### config.mk
export PLATFORM = sky130hd
export DESIGN_NAME = mux_scan_ctrl_flat
export DESIGN_NICKNAME = d
export VERILOG_FILES = /design/src/rtl/mux_scan_ctrl_pkg.sv /design/src/rtl/mux_scan_ctrl_if.sv /design/src/rtl/mux_scan_ctrl_dwell_timer.sv /design/src/rtl/mux_scan_ctrl.sv /design/src/flat_wrapper.sv
export SDC_FILE = /design/constraint.sdc
export NUM_CORES = 1
export LEC_CHECK = 0
export CORE_AREA = 2 2 39 41
export CTS_CLUSTER_SIZE = 8
export DETAILED_ROUTE_END_ITERATION = 7
export DIE_AREA = 0 0 41 43
export DONT_BUFFER_PORTS = 1
export HOLD_SLACK_MARGIN = 0.15
export SLEW_MARGIN = 20
export SYNTH_ARGS = -nofsm -noshare
export SYNTH_HDL_FRONTEND = slang
export SYNTH_HIERARCHICAL = 1
export SYNTH_SLANG_ARGS = --single-unit
### constraint.sdc
create_clock -name clk -period 1.71 [get_ports clk]
set_input_delay 0.2565 -clock clk [delete_from_list [all_inputs] [get_ports clk]]
set_output_delay 0.2565 -clock clk [all_outputs]
set_load 0.005 [all_outputs]
### src/rtl/mux_scan_ctrl_pkg.sv
// Shared definitions for the mux scan controller: FSM state encoding.
package mux_scan_ctrl_pkg;

  // 2'd3 is unused and recovers to IDLE in the next-state logic.
  typedef enum logic [1:0] {
    IDLE = 2'd0,
    SCAN = 2'd1,
    DONE = 2'd2
  } state_t;

endpackage

### src/rtl/mux_scan_ctrl_if.sv
// Bus between the scan controller, the mux it drives and the result consumer.
// master: the controller side. slave: the mux/consumer side.
interface mux_scan_ctrl_if #(
  parameter int SEL_W = 2
);
  localparam int NUM = 2 ** SEL_W;

  logic             start;
  logic             mux_out;
  logic [SEL_W-1:0] sel;
  logic             busy;
  logic [NUM-1:0]   result;
  logic             result_valid;
  logic             result_ready;

  modport master (
    input  start, mux_out, result_ready,
    output sel, busy, result, result_valid
  );

  modport slave (
    output start, mux_out, result_ready,
    input  sel, busy, result, result_valid
  );
endinterface

### src/rtl/mux_scan_ctrl_dwell_timer.sv
// Dwell counter: counts cycles spent on one select index and flags the
// last one so the controller knows when to sample the mux output.
module dwell_timer #(
  parameter int DWELL = 1
) (
  input  logic clk,
  input  logic rst,
  input  logic clr,
  input  logic en,
  output logic tc
);
  localparam int CW = $clog2(DWELL + 1);
  localparam logic [CW-1:0] TC_VAL = CW'(DWELL - 1);

  generate
    if (DWELL < 1) begin : g_bad_dwell
      $error("dwell_timer: DWELL must be >= 1");
    end
  endgenerate

  logic [CW-1:0] cnt_reg;

  assign tc = (cnt_reg == TC_VAL);

  // Count while enabled, wrapping to 0 on the terminal count.
  always_ff @(posedge clk or posedge rst) begin
    if (rst) begin
      cnt_reg <= '0;
    end else if (clr) begin
      cnt_reg <= '0;
    end else if (en) begin
      cnt_reg <= tc ? '0 : cnt_reg + CW'(1);
    end
  end
endmodule

### src/rtl/mux_scan_ctrl.sv
// Scan controller: walks sel through every mux index, samples the mux
// output once per index after DWELL cycles, and offers the assembled word
// to a consumer over valid/ready.
module mux_scan_ctrl
  import mux_scan_ctrl_pkg::*;
#(
  parameter int SEL_W = 2,
  parameter int DWELL = 1
) (
  input  logic           clk,
  input  logic           rst,
  mux_scan_ctrl_if.master bus
);
  localparam int NUM = 2 ** SEL_W;
  localparam logic [SEL_W-1:0] LAST_SEL = SEL_W'(NUM - 1);

  state_t           state_reg, state_next;
  logic [SEL_W-1:0] sel_reg, sel_next;
  logic [NUM-1:0]   result_reg, result_next;
  logic             tmr_clr, tmr_en, tmr_tc;

  dwell_timer #(.DWELL(DWELL)) u_timer (
    .clk (clk),
    .rst (rst),
    .clr (tmr_clr),
    .en  (tmr_en),
    .tc  (tmr_tc)
  );

  // State, select and result registers; reset aborts any scan at once.
  always_ff @(posedge clk or posedge rst) begin
    if (rst) begin
      state_reg  <= IDLE;
      sel_reg    <= '0;
      result_reg <= '0;
    end else begin
      state_reg  <= state_next;
      sel_reg    <= sel_next;
      result_reg <= result_next;
    end
  end

  // Next-state logic: capture one bit per index on the dwell terminal count.
  always_comb begin
    state_next  = state_reg;
    sel_next    = sel_reg;
    result_next = result_reg;
    tmr_clr     = 1'b0;
    tmr_en      = 1'b0;
    case (state_reg)
      IDLE: begin
        tmr_clr = 1'b1;
        if (bus.start) begin
          state_next = SCAN;
          sel_next   = '0;
        end
      end
      SCAN: begin
        tmr_en = 1'b1;
        if (tmr_tc) begin
          result_next[sel_reg] = bus.mux_out;
          sel_next             = sel_reg + SEL_W'(1);
          if (sel_reg == LAST_SEL) begin
            state_next = DONE;
          end
        end
      end
      DONE: begin
        // Start is deliberately not looked at here; a new scan needs IDLE.
        if (bus.result_ready) begin
          state_next = IDLE;
        end
      end
      default: begin
        state_next = IDLE;
        sel_next   = '0;
        tmr_clr    = 1'b1;
      end
    endcase
  end

  assign bus.sel          = sel_reg;
  assign bus.result       = result_reg;
  assign bus.busy         = (state_reg == SCAN) || (state_reg == DONE);
  assign bus.result_valid = (state_reg == DONE);
endmodule
### src/flat_wrapper.sv
// flat-port wrapper written by rule: the top's interface ports become plain ports
module mux_scan_ctrl_flat import mux_scan_ctrl_pkg::*;
#(
  parameter int SEL_W = 2,
  parameter int DWELL = 1
)
  (clk, rst, bus_start, bus_mux_out, bus_result_ready, bus_sel, bus_busy, bus_result, bus_result_valid);
  mux_scan_ctrl_if #(.SEL_W(SEL_W)) bus_i ();
  input  logic clk;
  input  logic rst;
  input wire logic [$bits(bus_i.start)-1:0] bus_start;
  input wire logic [$bits(bus_i.mux_out)-1:0] bus_mux_out;
  input wire logic [$bits(bus_i.result_ready)-1:0] bus_result_ready;
  output wire logic [$bits(bus_i.sel)-1:0] bus_sel;
  output wire logic [$bits(bus_i.busy)-1:0] bus_busy;
  output wire logic [$bits(bus_i.result)-1:0] bus_result;
  output wire logic [$bits(bus_i.result_valid)-1:0] bus_result_valid;
  assign bus_i.start = bus_start;
  assign bus_i.mux_out = bus_mux_out;
  assign bus_i.result_ready = bus_result_ready;
  assign bus_sel = bus_i.sel;
  assign bus_busy = bus_i.busy;
  assign bus_result = bus_i.result;
  assign bus_result_valid = bus_i.result_valid;
  mux_scan_ctrl #(.SEL_W(SEL_W), .DWELL(DWELL)) u_core (.clk(clk), .rst(rst), .bus(bus_i));
endmodule
# After elaboration in Yosys (flattened, before gate mapping)
# Index checks and enable logic that the tools add are counted.
[totals]
regBits = 9
out_inout_bits = 8
elab_cells = 40
[classes]
addsub = 2
order_cmp = 2
n_eq_ne = 8
mux = 15
n_bitwise = 2
reduce_logical = 7
[ops]
columns = ["operator", "count"]
rows = [
  ["2-bit 2-to-1 mux", 6],
  ["2-bit one-hot mux with 3 select lines", 2],
  ["2-bit inequality test (second input constant)", 3],
  ["1-bit 2-to-1 mux", 5],
  ["4-bit bitwise mux", 1],
  ["2-bit equality test (second input constant)", 2],
  ["2-bit by 1-bit inequality test with 1-bit output (second input constant)", 2],
  ["4-bit AND reduction", 1],
  ["2-bit by 3-bit less-than comparator with 1-bit output (second input constant)", 1],
  ["3-bit AND reduction", 1],
  ["2-bit by 1-bit adder with 2-bit output (second input constant)", 1],
  ["1-bit demux with 2-bit select", 1],
  ["2-bit by 1-bit equality test with 1-bit output (second input constant)", 1],
  ["2-bit by 1-bit >= comparator with 1-bit output (second input constant)", 1],
  ["2-bit logical NOT", 1],
  ["1-bit inverter", 2],
  ["2-bit AND reduction", 1],
  ["2-bit OR reduction", 1],
  ["1-bit adder (second input constant)", 1],
  ["1-bit logical AND", 1],
  ["1-bit logical OR", 1],
]

# Longest topological paths before layout
[depth]
depth_word = 5
ltp_mapped = 5
ltp_nobuf = 5

# Cells and area by module
# Netlist, hierarchy kept.
[by_module_without_submodules]
columns = ["module", "instances", "cells_each", "area_per_inst_um2", "seq_area_each_um2"]
rows = [
  ["mux_scan_ctrl", 1, 44, 504.2, 200.2],
  ["dwell_timer", 1, 2, 11.3, 0.0],
]

# Worst setup path after synthesis
# Ideal clock, no wire load.
[synth_timing]
kind = "register to register"
start = "reg u_core.state_reg[1]"
end = "reg u_core.state_reg[0]"
t_arrival_ns = 1.342
required_ns = 1.582
setup_slack_ns = 0.240
stages_incl_launch_ff = 6
path_cell_list = "dfrtp_1 > inv_1 > ha_1 > or2b_1 > o2111ai_2 > mux2_1"
[synth_via]
elab_chain_cells = 3
elab_cells_between_ends = 9
cone_classes = "eq/ne (6); mux (1); reduce/logical (2)"
[synth_rtl]
columns = ["item", "line_no", "rtl"]
rows = [
  ["start, declared", "mux_scan_ctrl.sv:17", "state_t state_reg, state_next;"],
  ["start signal, assigned", "mux_scan_ctrl.sv:37", "state_reg <= state_next;"],
  ["2-bit by 1-bit equality test with 1-bit output, or another cell as far along", "mux_scan_ctrl.sv:50", "case (state_reg)"],
  ["2-bit by 1-bit inequality test with 1-bit output (no line) / 2-bit inequality test (equally long branches)", "n/a", ""],
  ["4-bit AND reduction (no line)", "n/a", ""],
]
# Several ways; a longest one is shown, not always the timed one.
# A chain may end at the register's enable or synchronous reset.

# Worst setup path after layout
[layout_timing]
start = "reg u_core.state_reg[1]"
end = "reg u_core.state_reg[1]"
# The elaborated chain is that of the path after synthesis.

==> reports/qor.csv <==
stage,metric,value,unit
finish,layout_common_cells,"8 x ha_1, 8 x dfrtp_1, 7 x inv_1, 4 x nand3_1, 4 x mux2_2",
worst_setup_path,start_kind,flop,
floorplanning,io_pins,13,
sta,fin_crit,1.588,ns
worst_hold_path,hold_path_class,in -> reg,
floorplanning,core,0.001384,mm^2
global_routing,grt_pass1_vias,334,
floorplanning,die_x,41,um
finish,largest_reg_flops,4,
clock_network,cts.sinks,8,
place,io_buffers,0,
finish,nets,65,
sta,hold_viol,0,
sta,whs,0.1605,ns
synth,synth.avg_cell_area,11.37,um^2
worst_hold_path,hold_path_depth,1,
power_and_ir_drop,combPwrFrac,45.7,%
worst_setup_path,worstPathMaxFanout,5,
finish,n_antenna_cell,0,
global_routing,grt_pass1_wl,1.393,mm
power_and_ir_drop,power.internal,547.4,uW
worst_setup_path,crit_cells,5,
floorplanning,die-height,43,um
finish,area_growth,11.25,%
worst_setup_path,cp_slowest_cell,dfrtp_1,
worst_setup_path,r2r_start,u_core/state_reg[1]$_DFFE_PP0P_,
detailed_routing,vias,316,
floorplanning,start_util,36.98,%
global_routing,grt.overflow.total,0,
synth,syn-num-nets,59,
sta,final.setup.worst_slack,0.1216,ns
detailed_routing,avgViaCountPerCell,4.862,
detailed_routing,routedWlPerCell,13.66,um
worst_setup_path,cp.buffers_inverters,1,
finish,layout.cells.non_filler,65,
place,gp_congestion,0.6574,
sta,setup_viol,0,
worst_setup_path,r2r-end,u_core/state_reg[1]$_DFFE_PP0P_,
sta,fmax,629.6,MHz
worst_hold_path,worstHoldEndpoint,u_core/bus.result[3]$_DFFE_PP0P_,
worst_setup_path,ff2ff_path_depth,5,
power_and_ir_drop,vdd_ir_drop_max,0.5464,mV
global_routing,grt_max_degree,9,
synth,yosys_warnings,6,
power_and_ir_drop,seq_power_share,38.7,%
synth,synth_area,511.7,um^2
sta,rsz0062_at_grt,false,
worst_setup_path,required,1.83,ns
global_routing,grt.total_usage,12.41,%
worst_setup_path,cp.arrival,1.71,ns
finish,drive_above_1_share,18.37,%
worst_setup_path,path_cells,"inv_1, ha_2, or2b_1, o2111ai_2, mux2_1",
synth,netlist_instances,45,
place,placed_cells_incl_taps,60,
detailed_routing,drtAntennaViolNets,0,
clock_network,insertion_delay,0.24,ns
detailed_routing,drc,0,
clock_network,clkTransAtPathRegs,0.05,ns
sta,maxSlewViolCount,0,
flow_run,max_cap_viol_count,0,
worst_setup_path,reg2reg_slack,0.12,ns
global_routing,antenna_found_initial,0,
sta,timing.final.crit_share,92.89,%
floorplanning,die_area,0.001763,mm^2
place,dp_hpwl,737.7,um
worst_setup_path,cp-end-kind,flop,
finish,utilization,41.14,%
worst_setup_path,worst_path_largest_cell_delay,0.39,ns
clock_network,h-tree-depth,1,
place,dp_slack,0.08965,ns
detailed_routing,drt_iter0_markers,0,
sta,setup_tns,0,ns
power_and_ir_drop,p_leak,0.2841,nW
clock_network,cts_tree,yes,
clock_network,clock_path_buffers,2,
worst_setup_path,critPathKind,reg -> reg,
detailed_routing,dr.pass1.iters,1,
power_and_ir_drop,p_switching,327.2,uW
status,outcome,"complete, no violations",
sta,fin_skew,0.003810,ns
power_and_ir_drop,swShare,37.41,%
clock_network,clock-root-buffer,clkbuf_4,
floorplanning,rows,14,
worst_setup_path,cpLargestDelayFamily,flip-flops,
power_and_ir_drop,cellPowerDensity,1536,mW/mm^2
clock_network,cts_inserted_buffers,3,
worst_hold_path,hold_start,bus_mux_out,
detailed_routing,routed_wl,888,um
power_and_ir_drop,p_clk_share,15.6,%
through the flow:
step	power, mW	cell area [um^2]
6_report	0.8747	569.3
5_1_grt	0.9632	569.3
4_1_cts	0.8884	556.8
3_5_place_dp	0.7464	524.3
3_3_place_gp	0.7189	524.3
2_1_floorplan	0.6482	511.7
repair_timing:
| action | 4_1_cts | 5_1_grt |
|---|---|---|
| hold buffers | 1 | 1 |
| endpoints found under the setup margin | 0 | 1 |
| endpoints found under the hold margin | 8 | 1 |
| resized for setup | 0 | 1 |
| buffers inserted | 0 | 0 |
layout make-up:
type | instances | area [um^2]
fill | 143 | 814.5
multi-input combinational | 29 | 280.3
sequential | 8 | 200.2
inverter | 7 | 26.28
clock buffer | 3 | 22.52
timing repair buffer | 2 | 20.02
tap | 16 | 20.02
metal layers:
metal  up-vias  global-route usage [%]  part of all wire, %
met1       156                   12.75                   39
met3         0                   3.665                  4.3
met4         0                   8.000                    0
met2         5                   20.31                   57
li1        155                       -                    -
met5         -                       0                    0
worst max path at each step:
stage	from	end	slack, ns
after detailed placement	u_core/state_reg[1]$_DFFE_PP0P_	u_core/state_reg[1]$_DFFE_PP0P_	0.09
final	u_core/state_reg[1]$_DFFE_PP0P_	u_core/state_reg[1]$_DFFE_PP0P_	0.12
after global routing	u_core/state_reg[1]$_DFFE_PP0P_	u_core/state_reg[1]$_DFFE_PP0P_	0.02
after CTS	u_core/state_reg[1]$_DFFE_PP0P_	u_core/state_reg[1]$_DFFE_PP0P_	0.08
after floorplan	u_core/state_reg[1]$_DFFE_PP0P_	u_core/state_reg[0]$_DFFE_PP0P_	0.24
after global placement	u_core/state_reg[1]$_DFFE_PP0P_	u_core/state_reg[1]$_DFFE_PP0P_	0.15
power groups by stage:
| stage | Combinational (mW) | Sequential, mW | Clock, mW |
|---|---|---|---|
| after floorplan | 0.322 | 0.326 | 0 |
| after global placement | 0.375 | 0.344 | 0 |
| after detailed placement | 0.402 | 0.344 | 0 |
| after CTS | 0.405 | 0.341 | 0.143 |
| after global routing | 0.457 | 0.354 | 0.152 |
| final | 0.400 | 0.338 | 0.136 |
No activity file was read; power rests on OpenSTA's default activity.
